**config.mk**
```make
export PLATFORM = sky130hd
export DESIGN_NAME = addsub_shared_flat
export DESIGN_NICKNAME = d
export VERILOG_FILES = /design/src/rtl/addsub_pkg.sv /design/src/rtl/addsub_shared_if.sv /design/src/rtl/addsub_slice.sv /design/src/rtl/addsub_shared.sv /design/src/flat_wrapper.sv
export SDC_FILE = /design/constraint.sdc
export NUM_CORES = 1
export LEC_CHECK = 0
export CORE_MARGIN = 5
export CORE_UTILIZATION = 43
export CTS_CLUSTER_DIAMETER = 200
export CTS_CLUSTER_SIZE = 28
export DETAILED_ROUTE_END_ITERATION = 7
export PLACE_DENSITY = 0.85
export RECOVER_POWER = 100
export REMOVE_ABC_BUFFERS = 1
export SYNTH_ARGS = -nofsm -noshare
export SYNTH_HDL_FRONTEND = slang
export SYNTH_SLANG_ARGS = --single-unit
```
**constraint.sdc**
```tcl
create_clock -name clk_i -period 2.1 [get_ports clk_i]
set_clock_uncertainty 0.05 [all_clocks]
set_input_delay 0.315 -clock clk_i [delete_from_list [all_inputs] [get_ports clk_i]]
set_output_delay 0.315 -clock clk_i [all_outputs]
set_load 0.005 [all_outputs]
```
**src/rtl/addsub_pkg.sv**
```systemverilog
// Shared constants for the arbitrated slice-serial adder/subtractor:
// FSM encodings, operation modes and default geometry.
package addsub_pkg;

    typedef logic [1:0] state_t;

    localparam state_t ST_IDLE = 2'd0;
    localparam state_t ST_CALC = 2'd1;
    localparam state_t ST_DONE = 2'd2;

    localparam logic ADDSUB_SUB = 1'b0;
    localparam logic ADDSUB_ADD = 1'b1;

    localparam int unsigned ADDSUB_WIDTH = 8;
    localparam int unsigned ADDSUB_SLICE = 4;

endpackage

```
**src/rtl/addsub_shared_if.sv**
```systemverilog
// Two-client request/ready bundle for addsub_shared; master is the client side,
// slave is the shared arithmetic unit.
interface addsub_shared_if
    import addsub_pkg::*;
#(
    parameter int unsigned WIDTH = ADDSUB_WIDTH
);
    logic             req0_i;
    logic             mode0_i;
    logic [WIDTH-1:0] a0_i;
    logic [WIDTH-1:0] b0_i;
    logic             req1_i;
    logic             mode1_i;
    logic [WIDTH-1:0] a1_i;
    logic [WIDTH-1:0] b1_i;
    logic             ready0_o;
    logic             ready1_o;
    logic [WIDTH-1:0] res_o;
    logic             co_o;
    logic             busy_o;

    modport master (
        output req0_i, mode0_i, a0_i, b0_i,
        output req1_i, mode1_i, a1_i, b1_i,
        input  ready0_o, ready1_o, res_o, co_o, busy_o
    );

    modport slave (
        input  req0_i, mode0_i, a0_i, b0_i,
        input  req1_i, mode1_i, a1_i, b1_i,
        output ready0_o, ready1_o, res_o, co_o, busy_o
    );

endinterface

```
**src/rtl/addsub_slice.sv**
```systemverilog
// Combinational SLICE-bit adder; inv_b_i turns b into ~b so that a carry-in of 1
// yields a - b.
module addsub_slice #(
    parameter int unsigned SLICE = 4
) (
    input  logic [SLICE-1:0] a_i,
    input  logic [SLICE-1:0] b_i,
    input  logic             inv_b_i,
    input  logic             ci_i,
    output logic [SLICE-1:0] sum_o,
    output logic             co_o
);
    logic [SLICE-1:0] w_b;
    logic [SLICE:0]   w_full;

    assign w_b    = b_i ^ {SLICE{inv_b_i}};
    assign w_full = {1'b0, a_i} + {1'b0, w_b} + {{SLICE{1'b0}}, ci_i};
    assign sum_o  = w_full[SLICE-1:0];
    assign co_o   = w_full[SLICE];

endmodule

```
**src/rtl/addsub_shared.sv**
```systemverilog
// Round-robin shared adder/subtractor for two clients; operands are latched at grant
// and processed SLICE bits per cycle, LSB slice first.
module addsub_shared
    import addsub_pkg::*;
#(
    parameter int unsigned WIDTH = ADDSUB_WIDTH,
    parameter int unsigned SLICE = ADDSUB_SLICE
) (
    input  logic           clk_i,
    input  logic           rst_i,
    addsub_shared_if.slave bus
);
    localparam int unsigned NSLICE = WIDTH / SLICE;
    localparam int unsigned CNT_W  = (NSLICE > 1) ? $clog2(NSLICE) : 1;

    state_t           r_state;
    logic             r_grant;
    logic             r_last_grant;
    logic             r_op_m;
    logic             r_carry;
    logic             r_co;
    logic [WIDTH-1:0] r_op_a;
    logic [WIDTH-1:0] r_op_b;
    logic [WIDTH-1:0] r_acc;
    logic [WIDTH-1:0] r_res;
    logic [CNT_W-1:0] r_cnt;

    logic             w_any_req;
    logic             w_grant_nxt;
    logic             w_mode_sel;
    logic [WIDTH-1:0] w_a_sel;
    logic [WIDTH-1:0] w_b_sel;
    logic [SLICE-1:0] w_sum;
    logic             w_cout;
    logic             w_last_slice;
    logic [WIDTH-1:0] w_acc_nxt;

    // On a tie the client not served last wins; a lone request always wins.
    always_comb begin
        w_any_req   = bus.req0_i | bus.req1_i;
        w_grant_nxt = (bus.req0_i & bus.req1_i) ? ~r_last_grant : bus.req1_i;
        w_mode_sel  = w_grant_nxt ? bus.mode1_i : bus.mode0_i;
        w_a_sel     = w_grant_nxt ? bus.a1_i : bus.a0_i;
        w_b_sel     = w_grant_nxt ? bus.b1_i : bus.b0_i;
    end

    addsub_slice #(
        .SLICE (SLICE)
    ) u_slice (
        .a_i     (r_op_a[SLICE-1:0]),
        .b_i     (r_op_b[SLICE-1:0]),
        .inv_b_i (~r_op_m),
        .ci_i    (r_carry),
        .sum_o   (w_sum),
        .co_o    (w_cout)
    );

    assign w_acc_nxt    = {w_sum, r_acc[WIDTH-1:SLICE]};
    assign w_last_slice = (r_cnt == CNT_W'(NSLICE - 1));

    always_ff @(posedge clk_i or negedge rst_i) begin
        if (!rst_i) begin
            r_state      <= ST_IDLE;
            r_grant      <= 1'b0;
            r_last_grant <= 1'b1;
            r_op_m       <= 1'b0;
            r_carry      <= 1'b0;
            r_co         <= 1'b0;
            r_op_a       <= '0;
            r_op_b       <= '0;
            r_acc        <= '0;
            r_res        <= '0;
            r_cnt        <= '0;
        end else begin
            case (r_state)
                ST_IDLE: begin
                    if (w_any_req) begin
                        r_grant <= w_grant_nxt;
                        r_op_a  <= w_a_sel;
                        r_op_b  <= w_b_sel;
                        r_op_m  <= w_mode_sel;
                        r_carry <= ~w_mode_sel;
                        r_cnt   <= '0;
                        r_state <= ST_CALC;
                    end
                end
                ST_CALC: begin
                    r_acc   <= w_acc_nxt;
                    r_op_a  <= r_op_a >> SLICE;
                    r_op_b  <= r_op_b >> SLICE;
                    r_carry <= w_cout;
                    r_cnt   <= r_cnt + CNT_W'(1);
                    if (w_last_slice) begin
                        r_res   <= w_acc_nxt;
                        // Subtract reports borrow, which is the inverted carry.
                        r_co    <= (r_op_m == ADDSUB_ADD) ? w_cout : ~w_cout;
                        r_state <= ST_DONE;
                    end
                end
                ST_DONE: begin
                    r_last_grant <= r_grant;
                    r_state      <= ST_IDLE;
                end
                default: r_state <= ST_IDLE;
            endcase
        end
    end

    assign bus.ready0_o = (r_state == ST_DONE) & ~r_grant;
    assign bus.ready1_o = (r_state == ST_DONE) & r_grant;
    assign bus.res_o    = r_res;
    assign bus.co_o     = r_co;
    assign bus.busy_o   = (r_state != ST_IDLE);

endmodule

```
**src/flat_wrapper.sv**
```systemverilog
// flat-port wrapper written by rule: the top's interface ports become plain ports
module addsub_shared_flat import addsub_pkg::*;
#(
    parameter int unsigned WIDTH = ADDSUB_WIDTH,
    parameter int unsigned SLICE = ADDSUB_SLICE
)
  (clk_i, rst_i, bus_req0_i, bus_mode0_i, bus_a0_i, bus_b0_i, bus_req1_i, bus_mode1_i, bus_a1_i, bus_b1_i, bus_ready0_o, bus_ready1_o, bus_res_o, bus_co_o, bus_busy_o);
  addsub_shared_if #(.WIDTH(WIDTH)) bus_i ();
  input  logic clk_i;
  input  logic rst_i;
  input wire logic [$bits(bus_i.req0_i)-1:0] bus_req0_i;
  input wire logic [$bits(bus_i.mode0_i)-1:0] bus_mode0_i;
  input wire logic [$bits(bus_i.a0_i)-1:0] bus_a0_i;
  input wire logic [$bits(bus_i.b0_i)-1:0] bus_b0_i;
  input wire logic [$bits(bus_i.req1_i)-1:0] bus_req1_i;
  input wire logic [$bits(bus_i.mode1_i)-1:0] bus_mode1_i;
  input wire logic [$bits(bus_i.a1_i)-1:0] bus_a1_i;
  input wire logic [$bits(bus_i.b1_i)-1:0] bus_b1_i;
  output wire logic [$bits(bus_i.ready0_o)-1:0] bus_ready0_o;
  output wire logic [$bits(bus_i.ready1_o)-1:0] bus_ready1_o;
  output wire logic [$bits(bus_i.res_o)-1:0] bus_res_o;
  output wire logic [$bits(bus_i.co_o)-1:0] bus_co_o;
  output wire logic [$bits(bus_i.busy_o)-1:0] bus_busy_o;
  assign bus_i.req0_i = bus_req0_i;
  assign bus_i.mode0_i = bus_mode0_i;
  assign bus_i.a0_i = bus_a0_i;
  assign bus_i.b0_i = bus_b0_i;
  assign bus_i.req1_i = bus_req1_i;
  assign bus_i.mode1_i = bus_mode1_i;
  assign bus_i.a1_i = bus_a1_i;
  assign bus_i.b1_i = bus_b1_i;
  assign bus_ready0_o = bus_i.ready0_o;
  assign bus_ready1_o = bus_i.ready1_o;
  assign bus_res_o = bus_i.res_o;
  assign bus_co_o = bus_i.co_o;
  assign bus_busy_o = bus_i.busy_o;
  addsub_shared #(.WIDTH(WIDTH), .SLICE(SLICE)) u_core (.clk_i(clk_i), .rst_i(rst_i), .bus(bus_i));
endmodule
```
==> flow_summary.toml, run 1 <==
[floorplanning]
io_pins = 50
core_region_area_sq_mm = 0.004000
die_x_um = 74.39
start_util_pct = 44.57
chipHeight_um = 74.39
dieArea_sq_mm = 0.005534
row_count = 23

[global_routing]
grt_pass1_vias = 1320
grt_use_total_pct = 13.81
antenna_found_initial = 0
grt_max_degree = 37
grt_pass1_wl_mm = 5.713
grt_overflow = 0

[critical_path]
crit_fanout = 2
reg2reg_slack_ns = 0.11
critical_path_class = "reg -> reg"
startpoint_type = "flip-flop"
path_cells = "xor2_1 -> fa_2 -> fa_2 -> nand2b_1 -> a21oi_2 -> xnor2_1 -> o21ai_1"
startpoint = "u_core.r_op_m"
cp_slowest_stage_delay_ns = 0.39
r2r-start = "u_core.r_op_m"
crit_buf_inv = 0
crit_path_end_kind = "flip-flop"
cp_slowest_cell = "dfrtp_1"
reg2regPathDepth = 7
crit_end = "u_core.bus.co_o"
path_depth = 7
critPathTopFamily = "adder cells"
crit_top_cell = "fa_2"
worstReg2RegEnd = "u_core.bus.co_o"
cp.required_ns = 2.22
worstPathArrival_ns = 2.11

[drt]
route.met2.wl_mm = 1.716
drcViolationCount = 0
highest_layer = "met4"
firstDrtPassIters = 4
routedWlPerCell_um = 13.14
routed-via-count = 1365
routed_wl_mm = 3.534
first_iter_violations = 106
ant_nets = 0
viasPerCell = 5.074
wl_met1_mm = 1.472
met3_wirelength_um = 279

[finish]
layout_common_cells = "clkdlybuf4s50_1, dfrtp_1, o21ai_0"
final_cells = 269
area_growth_syn_to_layout_pct = 35.65
fillCellCount = 341
drive_gt1_share_pct = 10.96
multi_input_area_sq_um = 792.0
seqCellArea_sq_um = 902.1
layout.nets = 261
mostFrequentLayoutCell = "clkdlybuf4s50_1"
diodes = 0

[cts]
cts_root_buf = "clkbuf_8"
cts_buffers = 5
clk_pin_slew_ns = 0.06
h-tree-depth = 2
cts_buffer_depth = 2
clk-insertion-delay-late_ns = 0.29
clock-sinks = 36
cts_tree = "built"

[yosys]
synthesis.area_sq_mm = 0.001783
synthCells = 167
yosys_warnings = 0
avgSynthCellArea_sq_um = 10.68
yosysSeqAreaShare_pct = 50.60
synth_fa_ha_area_share_pct = 4.351
synthXorXnorAreaFrac_pct = 3.439
synth-compound-area-share_pct = 15.30
synth.distinct_cells = 33
ys_ff_latch = 36
muxShareOfSynthArea_pct = 11.51
synth-simple-area-share_pct = 9.123
synth_top_family_by_area = "compound AO/OA/AOI/OAI gates"

[placement]
gp_congestion = 0.7647
dp.cells = 260
dp_hpwl_mm = 2.672
pre_cts_slack_ns = -0.006804
portBuffers = 49

[worst_hold_path]
hold_path.class = "in -> async"

[timing]
worst_slew_pin_slew_ns = 0.7746
finalSetupViolCount = 0
period_needed_ns = 1.986
drv_slew = 0
hold_viol = 0
min_period_over_period_pct = 94.59
rsz0062_at_grt = "no"
holdWs_ns = 0.04820
fmax_mhz = 503.4
fin_ws_ns = 0.1135
max_slew_margin_pct = 48.25
tns_ns = 0

[run_status]
run_status = "finished, final reports clean"

[power]
p_leak_uw = 0.001076
peakVddDrop_uv = 627.3
power_density_mw_per_mm2 = 1435

[run]
drv_cap = 0
==> layer usage <==
metal	global-route usage, %	vias to the layer above
met5	0	-
met4	5.336	0
met3	5.946	8
met2	22.24	42
met1	16.37	637
li1	-	678
==> worst reg2reg max path, cell delays in order (launching register included) <==
cell      delay, ns
dfrtp_1        0.39
xor2_1         0.18
fa_2           0.36
fa_2           0.35
nand2b_1       0.17
a21oi_2        0.17
xnor2_1        0.13
o21ai_1        0.07
==> power by group <==
part / switching (uW) / internal, uW / total (uW) / leakage [uW]
registers: 191 / 1030 / 1220 / 0.000448
logic: 897 / 857 / 1750 / 0.000582
clock network: 225 / 267 / 492 / 0.0000455
total: 1310 / 2160 / 3470 / 0.00108
==> worst min path at each step <==
stage / from / endpoint / slack [ns] / depth (start not counted)
after floorplan: rst_i / u_core.bus.co_o / -0.03 / 0
after global placement: rst_i / u_core.bus.res_o[2] / 0.38 / 1
after detailed placement: rst_i / u_core.bus.res_o[7] / 0.39 / 1
after CTS: rst_i / u_core.bus.res_o[5] / 0.08 / 1
after global routing: rst_i / u_core.r_op_b[3] / 0.12 / 1
final: rst_i / u_core.bus.res_o[2] / 0.05 / 1
==> cell usage after synthesis <==
cell | instances | area (sq um)
dfrtp_1 | 35 | 875.8
o21ai_0 | 18 | 90.09
mux2i_1 | 16 | 160.2
nand2_1 | 11 | 41.29
o21ai_1 | 11 | 55.05
inv_1 | 9 | 33.78
nand3_1 | 9 | 45.04
a22oi_1 | 8 | 60.06
nor2_1 | 5 | 18.77
xnor2_1 | 5 | 43.79
buf_2 | 4 | 20.02
mux2_2 | 4 | 45.04
a21oi_1 | 3 | 15.01
clkbuf_1 | 3 | 11.26
ha_1 | 3 | 37.54
nand2b_1 | 3 | 18.77
buf_6 | 2 | 22.52
fa_1 | 2 | 40.04
xor2_1 | 2 | 17.52
a21boi_2 | 1 | 11.26
a21o_1 | 1 | 7.510
a221o_1 | 1 | 10.01
a221oi_2 | 1 | 15.01
buf_4 | 1 | 7.510
dfstp_2 | 1 | 26.28
inv_4 | 1 | 6.260
nand2_2 | 1 | 6.260
nand3b_1 | 1 | 7.510
nor2b_1 | 1 | 6.260
nor3_1 | 1 | 5.000
o21ai_2 | 1 | 8.760
or2_0 | 1 | 6.260
or2b_1 | 1 | 7.510
==> layout make-up <==
| class | count | area share, % |
|---|---|---|
| Clock buffer | 8 | 3.725 |
| Inverter | 10 | 1.655 |
| Multi-Input combinational cell | 111 | 32.75 |
| Tap cell | 50 | 2.587 |
| Sequential cell | 36 | 37.30 |
| Timing Repair Buffer | 54 | 21.99 |
==> through the flow <==
stage | util [%] | total power [uW] | instance area (sq um)
final | 60.46 | 3470 | 2419
after global routing | 60.46 | 3774 | 2419
after CTS | 60.15 | 3515 | 2406
after detailed placement | 57.80 | 2989 | 2312
after global placement | 57.80 | 2906 | 2312
after floorplan | - | 2317 | 1722
==> registers in the layout (all words and copies together), names as in the netlist <==
register             count
u_core.r_op_m            1
u_core.r_op_b            8
u_core.r_acc             4
u_core.r_op_a            8
u_core.r_carry           1
u_core.bus.co_o          1
u_core.r_grant           1
u_core.r_last_grant      1
u_core.r_state           2
u_core.r_cnt             1
u_core.bus.res_o         8
==> kinds of logic after synthesis <==
| group | count (synthesis) |
|---|---|
| fa+ha+maj | 5 |
| buf+inv | 20 |
| simple gates | 34 |
| flops | 36 |
| compound gates | 45 |
| mux | 20 |
| xor+xnor | 7 |
==> repair_timing <==
item                       4_1_cts  5_1_grt
setup endpoints to repair        1        1
pin swaps                        0        1
hold buffers                     0        0
gates resized for setup          1        3
buffers inserted                 0        1
hold endpoints to repair         0        0
(Power assumes the default switching activity.)
==> run 2: changes to the inputs <==
HOLD_SLACK_MARGIN = 0.1   (was default)
REMOVE_ABC_BUFFERS = default   (was 1)
==> run 2 against run 1 <==
Net effect:
- routed wire length up 1.8%
- critical path depth unchanged
- maximum frequency down 0.25%
- global-route usage up 1.3 points
- via count up 0.59%
- sequential share of layout area down 0.31 points
- highest routed layer unchanged
- clock-buffer cell count down 3
- combinational power down 2%
- register-to-register slack about the same
==> flow_summary.toml, run 2 (synthesized netlist as in run 1, its figures left out) <==
[run_status]
run_status = "finished, final reports clean"

[placement]
dp_hpwl_mm = 2.775
gp_congestion = 0.8012
portBuffers = 49

[drt]
routedWlPerCell_um = 13.37
viasPerCell = 5.104
firstDrtPassIters = 4
routed-via-count = 1373
routed_wl_mm = 3.596
first_iter_violations = 89
ant_nets = 0
drcViolationCount = 0

[timing]
rsz0062_at_grt = "no"
hold_viol = 0
min_period_over_period_pct = 94.83
worst_slew_pin_slew_ns = 0.8531
fmax_mhz = 502.1
max_slew_margin_pct = 43.13
drv_slew = 0
tns_ns = 0
period_needed_ns = 1.991
finalSetupViolCount = 0

[cts]
cts_hold_buf = 0
clk_pin_slew_ns = 0.07
cts_tree = "built"
cts_root_buf = "clkbuf_8"
cts_buffers = 5
clk-insertion-delay-late_ns = 0.29
clock-sinks = 36
h-tree-depth = 2
cts_buffer_depth = 2

[power]
peakVddDrop_uv = 608.3
p_leak_uw = 0.001078
power_density_mw_per_mm2 = 1449

[floorplanning]
core_region_area_sq_mm = 0.004000
chipHeight_um = 74.39
row_count = 23
die_x_um = 74.39
start_util_pct = 44.57
io_pins = 50
dieArea_sq_mm = 0.005534

[critical_path]
critical_path_class = "reg -> reg"
startpoint_type = "flip-flop"
cp.required_ns = 2.22
crit_fanout = 2
worstPathArrival_ns = 2.11
crit_path_end_kind = "flip-flop"

[finish]
layout.nets = 261
multi_input_area_sq_um = 784.5
diodes = 0
final_util_pct = 60.96
fillCellCount = 340
drive_gt1_share_pct = 11.42
layout_common_cells = "clkdlybuf4s50_1, dfrtp_1, o21ai_0"
seqCellArea_sq_um = 902.1
area_growth_syn_to_layout_pct = 36.77
mostFrequentLayoutCell = "clkdlybuf4s50_1"

[global_routing]
antenna_found_initial = 0
grt_pass1_vias = 1431
grt_use_total_pct = 15.12
grt_max_degree = 37
grt_pass1_wl_mm = 6.368
grt_overflow = 0

[worst_hold_path]
hold_path.class = "reg -> reg"

[yosys]
syn_nets = 210

[run]
drv_cap = 0
run 2: critical path, cell delays in order, from the launching register on:
cell and delay, ns:
dfrtp_1 0.39, xor2_1 0.17, fa_2 0.36, fa_2 0.36, nand2b_1 0.17, a21oi_2 0.17, xnor2_1 0.13, o21ai_1 0.07
run 2: area by class of cell:
class                           count  share of cell area, %
Clock buffer                        5                  2.822
Sequential cell                    36                  36.99
Clock inverter                      3                  1.744
Tap cell                           50                  2.565
Timing Repair Buffer               54                  22.06
Inverter                           10                  1.642
Multi-Input combinational cell    111                  32.17
run 2: report_power, final:
part           internal (uW)  switching, uW
Combinational            824            885
Clock                    351            246
Sequential              1030            195
run 2: path summary, 6_finish.rpt:
path | endpoint | depth (start not counted) | start | slack, ns
worst min register to register | u_core.bus.res_o[7] | 2 | u_core.bus.res_o[7] | 0.42
worst min-delay path | u_core.bus.res_o[7] | 2 | u_core.bus.res_o[7] | 0.42
max in group asynchronous | u_core.r_op_b[1] | 2 | rst_i | 0.85
worst max-delay path | u_core.bus.co_o | 7 | u_core.r_op_m | 0.11
worst max register to register | u_core.bus.co_o | 7 | u_core.r_op_m | 0.11
min in group asynchronous | u_core.bus.res_o[1] | 2 | rst_i | 0.61
run 2: layer usage:
layer  vias to the layer above  track usage, %  share of wire [%]
li1                        682               -                  -
met1                       638           16.31                 41
met2                        42           26.63                 50
met3                        11           4.189                6.8
met4                         0           8.300                2.9
met5                         -               0                  0
run 2: timing repair:
action / in CTS / in global routing
setup buffers: 0 / 0
resized for setup: 0 / 2
endpoints found under the setup margin: 0 / 1
run 2: stage by stage:
stage / total power (uW) / cell area [sq um] / setup slack (ns) / hold slack [ns] / std cells
final: 3534 / 2439 / 0.1085 / 0.4250 / 269
after global routing: 3886 / 2439 / 0.009203 / 0.4651 / 269
after CTS: 3632 / 2440 / 0.001975 / 0.3960 / 269
after detailed placement: 3029 / 2328 / 0.02909 / 0.4179 / 261
after global placement: 2934 / 2328 / 0.09224 / 0.4099 / 261
after floorplan: 2419 / 1788 / 0.004681 / -0.03059 / 167
